[src/rtl/branch_sequencer.sv]
// PC and branch-resolution stage: JMP/BCC/CALL/RET with a small return-address stack.
// Two cycles from request acceptance to the redirected pc; stall freezes both idle advance and EVAL.
module branch_sequencer #(
    parameter logic [15:0] RESET_PC    = 16'h0000,
    parameter int          STACK_DEPTH = 4
) (
    input  logic        clk_i,
    input  logic        rst_i,
    input  logic        stall_i,
    input  logic        br_valid_i,
    input  logic [2:0]  br_type_i,
    input  logic [1:0]  br_cond_i,
    input  logic [15:0] br_target_i,
    input  logic        cmp_flag_i,
    output logic [1:0]  cmp_sel_o,
    output logic [15:0] pc_o,
    output logic        br_ack_o,
    output logic        busy_o,
    output logic        flush_o,
    output logic        stack_err_o
);

    localparam int SP_W  = $clog2(STACK_DEPTH + 1);
    localparam int IDX_W = $clog2(STACK_DEPTH);

    localparam logic [2:0] BR_JMP  = 3'b000;
    localparam logic [2:0] BR_BCC  = 3'b001;
    localparam logic [2:0] BR_CALL = 3'b010;
    localparam logic [2:0] BR_RET  = 3'b011;

    typedef enum logic {S_IDLE, S_EVAL} state_t;

    state_t            state_q, state_d;
    logic [15:0]       pc_q, pc_d;
    logic [1:0]        cmp_sel_q, cmp_sel_d;
    logic [2:0]        type_q, type_d;
    logic [15:0]       target_q, target_d;
    logic [SP_W-1:0]   sp_q, sp_d;
    logic [15:0]       stack_q [STACK_DEPTH];
    logic [15:0]       stack_d [STACK_DEPTH];
    logic              err_q, err_d;
    logic              ack_q, ack_d;
    logic              flush_q, flush_d;
    logic              busy_q, busy_d;

    logic [15:0]       pc_inc;
    logic [SP_W-1:0]   sp_dec;
    logic              stack_full;
    logic              stack_empty;

    assign pc_inc      = pc_q + 16'd1;
    assign sp_dec      = sp_q - SP_W'(1);
    assign stack_full  = (sp_q == SP_W'(STACK_DEPTH));
    assign stack_empty = (sp_q == '0);

    always_comb begin
        state_d   = state_q;
        pc_d      = pc_q;
        cmp_sel_d = cmp_sel_q;
        type_d    = type_q;
        target_d  = target_q;
        sp_d      = sp_q;
        stack_d   = stack_q;
        err_d     = err_q;
        ack_d     = 1'b0;
        flush_d   = 1'b0;

        case (state_q)
            S_IDLE: begin
                if (!stall_i) begin
                    if (br_valid_i) begin
                        ack_d     = 1'b1;
                        type_d    = br_type_i;
                        target_d  = br_target_i;
                        cmp_sel_d = br_cond_i;
                        state_d   = S_EVAL;
                    end else begin
                        pc_d = pc_inc;
                    end
                end
            end
            S_EVAL: begin
                if (!stall_i) begin
                    state_d = S_IDLE;
                    pc_d    = pc_inc;
                    case (type_q)
                        BR_JMP: begin
                            pc_d    = target_q;
                            flush_d = 1'b1;
                        end
                        BR_BCC: begin
                            if (cmp_flag_i) begin
                                pc_d    = target_q;
                                flush_d = 1'b1;
                            end
                        end
                        BR_CALL: begin
                            // Overflow leaves the stack untouched and falls through.
                            if (stack_full) begin
                                err_d = 1'b1;
                            end else begin
                                stack_d[sp_q[IDX_W-1:0]] = pc_inc;
                                sp_d    = sp_q + SP_W'(1);
                                pc_d    = target_q;
                                flush_d = 1'b1;
                            end
                        end
                        BR_RET: begin
                            if (stack_empty) begin
                                err_d = 1'b1;
                            end else begin
                                pc_d    = stack_q[sp_dec[IDX_W-1:0]];
                                sp_d    = sp_dec;
                                flush_d = 1'b1;
                            end
                        end
                        default: ;
                    endcase
                end
            end
            default: state_d = S_IDLE;
        endcase

        busy_d = (state_d == S_EVAL);
    end

    always_ff @(posedge clk_i) begin
        if (rst_i) begin
            state_q   <= S_IDLE;
            pc_q      <= RESET_PC;
            cmp_sel_q <= 2'b00;
            type_q    <= 3'b000;
            target_q  <= 16'h0000;
            sp_q      <= '0;
            err_q     <= 1'b0;
            ack_q     <= 1'b0;
            flush_q   <= 1'b0;
            busy_q    <= 1'b0;
            for (int i = 0; i < STACK_DEPTH; i++) begin
                stack_q[i] <= 16'h0000;
            end
        end else begin
            state_q   <= state_d;
            pc_q      <= pc_d;
            cmp_sel_q <= cmp_sel_d;
            type_q    <= type_d;
            target_q  <= target_d;
            sp_q      <= sp_d;
            err_q     <= err_d;
            ack_q     <= ack_d;
            flush_q   <= flush_d;
            busy_q    <= busy_d;
            for (int i = 0; i < STACK_DEPTH; i++) begin
                stack_q[i] <= stack_d[i];
            end
        end
    end

    assign pc_o        = pc_q;
    assign cmp_sel_o   = cmp_sel_q;
    assign br_ack_o    = ack_q;
    assign busy_o      = busy_q;
    assign flush_o     = flush_q;
    assign stack_err_o = err_q;

endmodule

[config.mk]
export PLATFORM = sky130hd
export DESIGN_NAME = branch_sequencer
export DESIGN_NICKNAME = d
export VERILOG_FILES = /design/src/rtl/branch_sequencer.sv
export SDC_FILE = /design/constraint.sdc
export NUM_CORES = 1
export LEC_CHECK = 0
export BUFFER_PORTS_ARGS = -buffer_cell sky130_fd_sc_hd__buf_2
export CAP_MARGIN = 20
export CORE_ASPECT_RATIO = 1.4
export CORE_UTILIZATION = 25
export CTS_BUF_LIST = sky130_fd_sc_hd__clkbuf_8
export DETAILED_ROUTE_END_ITERATION = 16
export PLACE_DENSITY = 0.45
export SYNTH_ARGS = -nofsm -noshare
export SYNTH_HDL_FRONTEND = slang
export SYNTH_SLANG_ARGS = --single-unit
[constraint.sdc]
create_clock -name clk_i -period 2.97 [get_ports clk_i]
set_input_delay 0.594 -clock clk_i [delete_from_list [all_inputs] [get_ports clk_i]]
set_output_delay 0.594 -clock clk_i [all_outputs]
set_load 0.02 [all_outputs]
; Word-level counts from Yosys, hierarchy flattened
; Index checks and enable logic that the tools add are counted.
[totals]
register_bits = 108
n_memories = 0
out_inout_bits = 22
latchBits = 0
in_bits = 26
mem_bits_rw = 0
word_cells = 74
mem_bits_ro = 0
[classes]
n_mul = 0
n_reduce_logical = 11
muxes = 28
eq_ne = 11
n_addsub = 3
magnitude_cmp = 3
n_bitwise = 5
n_div = 0
shift = 0
[op_table]
columns = operator, count
row1 = 2-to-1 mux 16 bit, 9
row2 = bitwise mux 64 bit, 1
row3 = case mux 16 bit (4 select lines), 1
row4 = binary-select mux 16 bit (select 2 bit), 1
row5 = demux 16 bit (select 2 bit), 1
row6 = case mux 16 bit (2 select lines), 1
row7 = adder 16 x 1 -> 16 bit (second input constant), 1
row8 = inequality test 2 bit (second input constant), 7
row9 = AND reduction 5 bit, 2
row10 = 2-to-1 mux 1 bit, 8
row11 = equality test 3 x 2 -> 1 bit (second input constant), 2
row12 = greater-or-equal comparator 3 bit (second input constant), 2
row13 = zero test 3 bit, 2
row14 = 2-to-1 mux 3 bit, 2
row15 = NOT 2 -> 3 bit, 2
row16 = case mux 3 bit (2 select lines), 1
row17 = AND reduction 3 bit, 2
row18 = case mux 1 bit (2 select lines), 2
row19 = case mux 1 bit (4 select lines), 1
row20 = AND reduction 4 bit, 1
row21 = adder 3 x 1 -> 3 bit (second input constant), 1
row22 = equality test 3 x 1 -> 1 bit (second input constant), 1
row23 = equality test 3 bit (second input constant), 1
row24 = less-than comparator 3 x 1 -> 1 bit (second input constant), 1
row25 = 6 further kinds, 8

; Longest topological paths before layout
[logic_depth]
depth_word = 9
ltp_mapped = 11
depth_no_buf = 7

; Least setup slack after synthesis
; No wires, ideal clock.
[synth_timing]
kind = register to register
from = register sp_q[0]
to = register pc_q[3] (netlist: pc_o[3])
required_ps = 2838
n_path_buf = 4
path_stages_with_launch = 11
setup_ps = 132
slack_ps = 370
period_less_slack_ps = 2600
arrival_time_ps = 2468
cell_sequence = dfxtp_1 buf_2 buf_2 inv_1 ha_1 buf_2 buf_2 mux4_2 a22o_1 a221oi_1 nor3_1
[synth_via]
elab_chain_len = 9
elab_cells_between_ends = 12
cone_classes = 1 x add/sub / 1 x eq/ne / 8 x mux / 1 x bitwise / 1 x reduce/logical
[synth_lines]
columns = element, line_no
row1 = "start, declared", 38  ; logic [SP_W-1:0] sp_q, sp_d;
row2 = "start signal, assigned", 148  ; sp_q <= sp_d;
row3 = subtractor 3 x 1 -> 3 bit, 52  ; assign sp_dec = sp_q - SP_W'(1);
row4 = net sp_dec[0], 47  ; logic [SP_W-1:0] sp_dec;
row5 = NOT 2 -> 3 bit (not written as such), 112  ; pc_d = stack_q[sp_dec[IDX_W-1:0]];
row6 = binary-select mux 16 bit (select 2 bit), 112
row7 = 2-to-1 mux 16 bit (not written as such) (2 in a row), 112
row8 = 2-to-1 mux 16 bit, 109  ; if (stack_empty) begin
row9 = case mux 16 bit (4 select lines), 86  ; case (type_q)
row10 = 2-to-1 mux 16 bit, 83  ; if (!stall_i) begin
row11 = case mux 16 bit (2 select lines), 68  ; case (state_q)
row12 = "end signal, assigned", 144  ; pc_q <= pc_d;
row13 = "end, declared", 34  ; logic [15:0] pc_q, pc_d;
; The timed path passes the listed nets, and every way through them passes these cells. The select of a mux whose other input is x is not followed.
; A chain may end at the register's enable or synchronous reset.

; Final worst setup path
[layout_timing]
from = register sp_q[1]
to = register pc_q[6] (netlist: pc_o[6])
[layout_via]
elab_chain_len = 9
elab_cells_between_ends = 12
cone_classes = 1 x add/sub / 1 x eq/ne / 8 x mux / 1 x bitwise / 1 x reduce/logical
[layout_lines]
columns = element, line_no
row1 = subtractor 3 x 1 -> 3 bit, 52
row2 = NOT 2 -> 3 bit (not written as such), 112
row3 = binary-select mux 16 bit (select 2 bit), 112
row4 = 2-to-1 mux 16 bit (not written as such) (2 in a row), 112
row5 = 2-to-1 mux 16 bit, 109
row6 = case mux 16 bit (4 select lines) (*), 86
row7 = 2-to-1 mux 16 bit (*), 83
row8 = case mux 16 bit (2 select lines) (*), 68
; Mark *: on every way between the ends. The rest lies on a longest branch, timed or not. The select of a mux whose other input is x is not followed.

==> flow_summary.yaml <==
detailed_routing:
  vias_per_cell: 5.02
  dr.pass1.iters: 4
  ant_nets: 0
  drc: 0
  route.vias.total: 4189
  totalWireLength_um: 14800
  drt_iter0_drc: 282
  wl_per_cell_um: 17.7
die:
  ios: 48
  die_w_um: 122
  core-area_um2: 19400
  die_area_um2: 20600
  start_util_pct: 25.7
  die_h_um: 169
  fp-row-count: 60
placement:
  gp_congestion: 0.752
  placedCellCount: 820
  numPortBuffers: 47
  dp_hpwl_um: 10100
sta:
  rsz0062_at_grt: "false"
  fin_crit_sh_pct: 76.3
  finalCriticalPeriod_ns: 2.26
  max_freq_mhz: 442
  finalClockSkew_ns: 0.0131
  hold_viol: 0
  finalMaxSlewViolations: 0
  setup_viol_count_final: 0
  setup_tns_ns: 0
  max_slew.worst_pin.slew_ns: 0.911
  slew-limit-headroom_pct: 39.2
power_and_ir_drop:
  seq_power_share_pct: 55.0
  cellLeakagePower_nw: 1.95
  vdd.ir_drop.worst_mv: 0.185
  switching_share_pct: 26.5
  power_density_nw_per_um2: 490
  power_frac_comb_pct: 8.4
  p_int_w: 0.00203
  pwr-share-clk_pct: 36.5
  switching_power_w: 0.000731
job:
  maxCapViolCount: 0
clock_network:
  numClockSinks: 108
  htreeDepth: 3
  cts.repair.resized: 0
  clkTransAtPathRegs_ns: 0.11
  post_cts_buffers: 0
  postCtsHoldBufs: 0
  worst_skew_pair.late_latency_ns: 0.38
  cts_tree: "built"
  cts_buffers: 9
  clockRootBuffer: "clkbuf_8"
  clockBufferDepth: 2
logic_synthesis:
  synth-seq-cells: 108
  ys_types: 49
  synth-async-reset-ratio_pct: 0
  syn-cell-area_um2: 5000
  syn_nets: 589
  synth_area_per_cell_um2: 8.98
  ys_seq_area_share_pct: 43.2
  syn-instance-count: 557
  synth_ff_type: "dfxtp_1"
  yosys_warnings: 0
  synth_edf_count: 0
final_layout:
  finalNetCount: 615
  drive_above_1_share_pct: 18.9
  regArea_um2: 2160
  antennaDiodeCount: 0
  multi_input_area_um2: 2580
  fill_cells: 2061
  layout.cells.non_filler: 835
  syn_to_final_growth_pct: 12.8
global_route:
  grt_pass1_vias: 4102
  grt_max_degree: 50
  antenna_found_initial: 0
  grt_usage_pct: 14.9
  overflow: 0
  grt_pass1_wl_um: 23000
critical_path:
  critical_path_required_ns: 3.26
  critPathMaxFanout: 17
  endpoint_kind: "flip-flop"
  cp-start-kind: "flip-flop"
  r2r_slack_ns: 0.71
  crit_type: "flip-flop to flip-flop"
  cp.arrival_ns: 2.55
worst_hold_path:
  hold_path.class: "input pin to flip-flop"
run_status:
  outcome: "finished, final reports clean"
through the flow:
stage / instance area, um2 / power [W] / setup slack, ns / util (%) / hold slack (ns)
3_3_place_gp: 5430 / 0.00179 / 0.735 / 27.9 / 0.439
5_1_grt: 5640 / 0.00287 / 0.567 / 29.0 / 0.416
4_1_cts: 5640 / 0.00280 / 0.686 / 29.0 / 0.416
6_report: 5640 / 0.00276 / 0.705 / 29.0 / 0.436
3_5_place_dp: 5430 / 0.00179 / 0.704 / 27.9 / 0.448
2_1_floorplan: 5000 / 0.00169 / 0.370 / - / 0.433
routing by layer:
metal | share of wire [%] | GRT usage (%) | up-vias
li1 | - | - | 2012
met2 | 53 | 27.4 | 111
met4 | 2.5 | 6.39 | 0
met1 | 41 | 16.5 | 2047
met5 | 0 | 0 | -
met3 | 3.5 | 2.49 | 19
power by group through the flow:
stage	registers [W]	clock network [W]	logic (W)
finish	0.00152	0.00101	0.000233
global route	0.00153	0.00109	0.000254
CTS	0.00152	0.00104	0.000237
detailed placement	0.00155	0	0.000236
global placement	0.00155	0	0.000232
floorplan	0.00156	0	0.000136
final timing paths:
check	depth (start not counted)	from	end
max	7	sp_q[1]	pc_o[6]
min	3	br_type_i[2]	type_q[2]
max reg2reg	7	sp_q[1]	pc_o[6]
min reg2reg	2	cmp_sel_o[1]	cmp_sel_o[1]
sequential cells by signal (all words and copies together) (netlist names):
signal and cells:
br_ack_o 1, busy_o 1, cmp_sel_o 2, flush_o 1, pc_o 16, sp_q 3
stack_err_o 1, stack_q 64, target_q 16, type_q 3
kinds of logic (layout without fill, tap and decap cells):
family / count (synthesis) / in the layout / share of synthesized area [%]
and+or+nand+nor: 244 / 244 / 22.6
AOI/OAI and AO/OA: 114 / 114 / 16.5
DFF: 108 / 108 / 43.2
buffers and inverters: 50 / 80 / 5.23
xor gates and xnor gates: 18 / 18 / 3.45
muxes: 17 / 17 / 7.43
adders and majority gates: 6 / 6 / 1.50
critical path, stage by stage (launching register included):
cell and delay, ns:
dfxtp_1 0.39, inv_1 0.09, ha_1 0.26, nand3_1 0.13, a22o_1 0.75, a22o_1 0.26, nand2_1 0.05, a311oi_1 0.24
layout make-up:
| cell class | count | area share, % |
|---|---|---|
| Timing Repair Buffer | 60 | 6.39 |
| Multi-Input combinational cell | 399 | 45.7 |
| Sequential cell | 108 | 38.3 |
| Tap cell | 248 | 5.50 |
| Clock inverter | 6 | 1.60 |
| Clock buffer | 9 | 2.20 |
| Inverter | 5 | 0.333 |
cells in the final DEF, fill, tap and decap left out, types with 2 or more instances in the layout:
master and instances:
a211oi_1 38, a211oi_2 7, a21oi_1 36, a221oi_1 4
a22o_1 8, a22oi_1 2, a311oi_1 4, a32oi_1 7
and2_1 6, and4_1 3, buf_12 2, buf_2 46
buf_4 12, bufinv_16 2, clkbuf_8 9, clkinvlp_4 2
dfxtp_1 108, ha_1 6, inv_1 6, mux4_2 16
nand2_1 61, nand2b_1 8, nand3_1 7, nand4_1 7
nor2_1 109, nor2b_1 3, nor3_1 24, nor4_2 2
o211ai_1 2, o22ai_1 2, or2_2 2, xnor2_1 5
xnor2_2 2, xor2_1 11
synthesized netlist by cell type, types with 2 or more instances:
| cell | n | area share [%] |
|---|---|---|
| nor2_1 | 109 | 8.2 |
| or2_2 | 2 | 0.25 |
| a311oi_1 | 4 | 0.70 |
| nor2b_1 | 3 | 0.38 |
| nand2_1 | 61 | 4.6 |
| a22o_1 | 8 | 1.4 |
| a211oi_2 | 7 | 1.8 |
| and4_1 | 3 | 0.53 |
| nor4_2 | 2 | 0.50 |
| xor2_1 | 11 | 1.9 |
| buf_6 | 4 | 0.90 |
| a22oi_1 | 2 | 0.30 |
| o211ai_1 | 2 | 0.30 |
| buf_2 | 11 | 1.1 |
| clkbuf_1 | 22 | 1.7 |
| a32oi_1 | 7 | 1.2 |
| nand2b_1 | 8 | 1.0 |
| xnor2_2 | 2 | 0.65 |
| xnor2_1 | 5 | 0.88 |
| nand4_1 | 7 | 0.88 |
| inv_1 | 5 | 0.38 |
| nor3_1 | 24 | 2.4 |
| a21oi_1 | 36 | 3.6 |
| ha_1 | 6 | 1.5 |
| mux4_2 | 16 | 7.2 |
| dfxtp_1 | 108 | 43 |
| buf_4 | 8 | 1.2 |
| a211oi_1 | 38 | 5.7 |
| nand3_1 | 7 | 0.70 |
| o22ai_1 | 2 | 0.25 |
| and2_1 | 6 | 0.75 |
| a221oi_1 | 4 | 0.70 |
No activity file was read; power rests on OpenSTA's default activity.
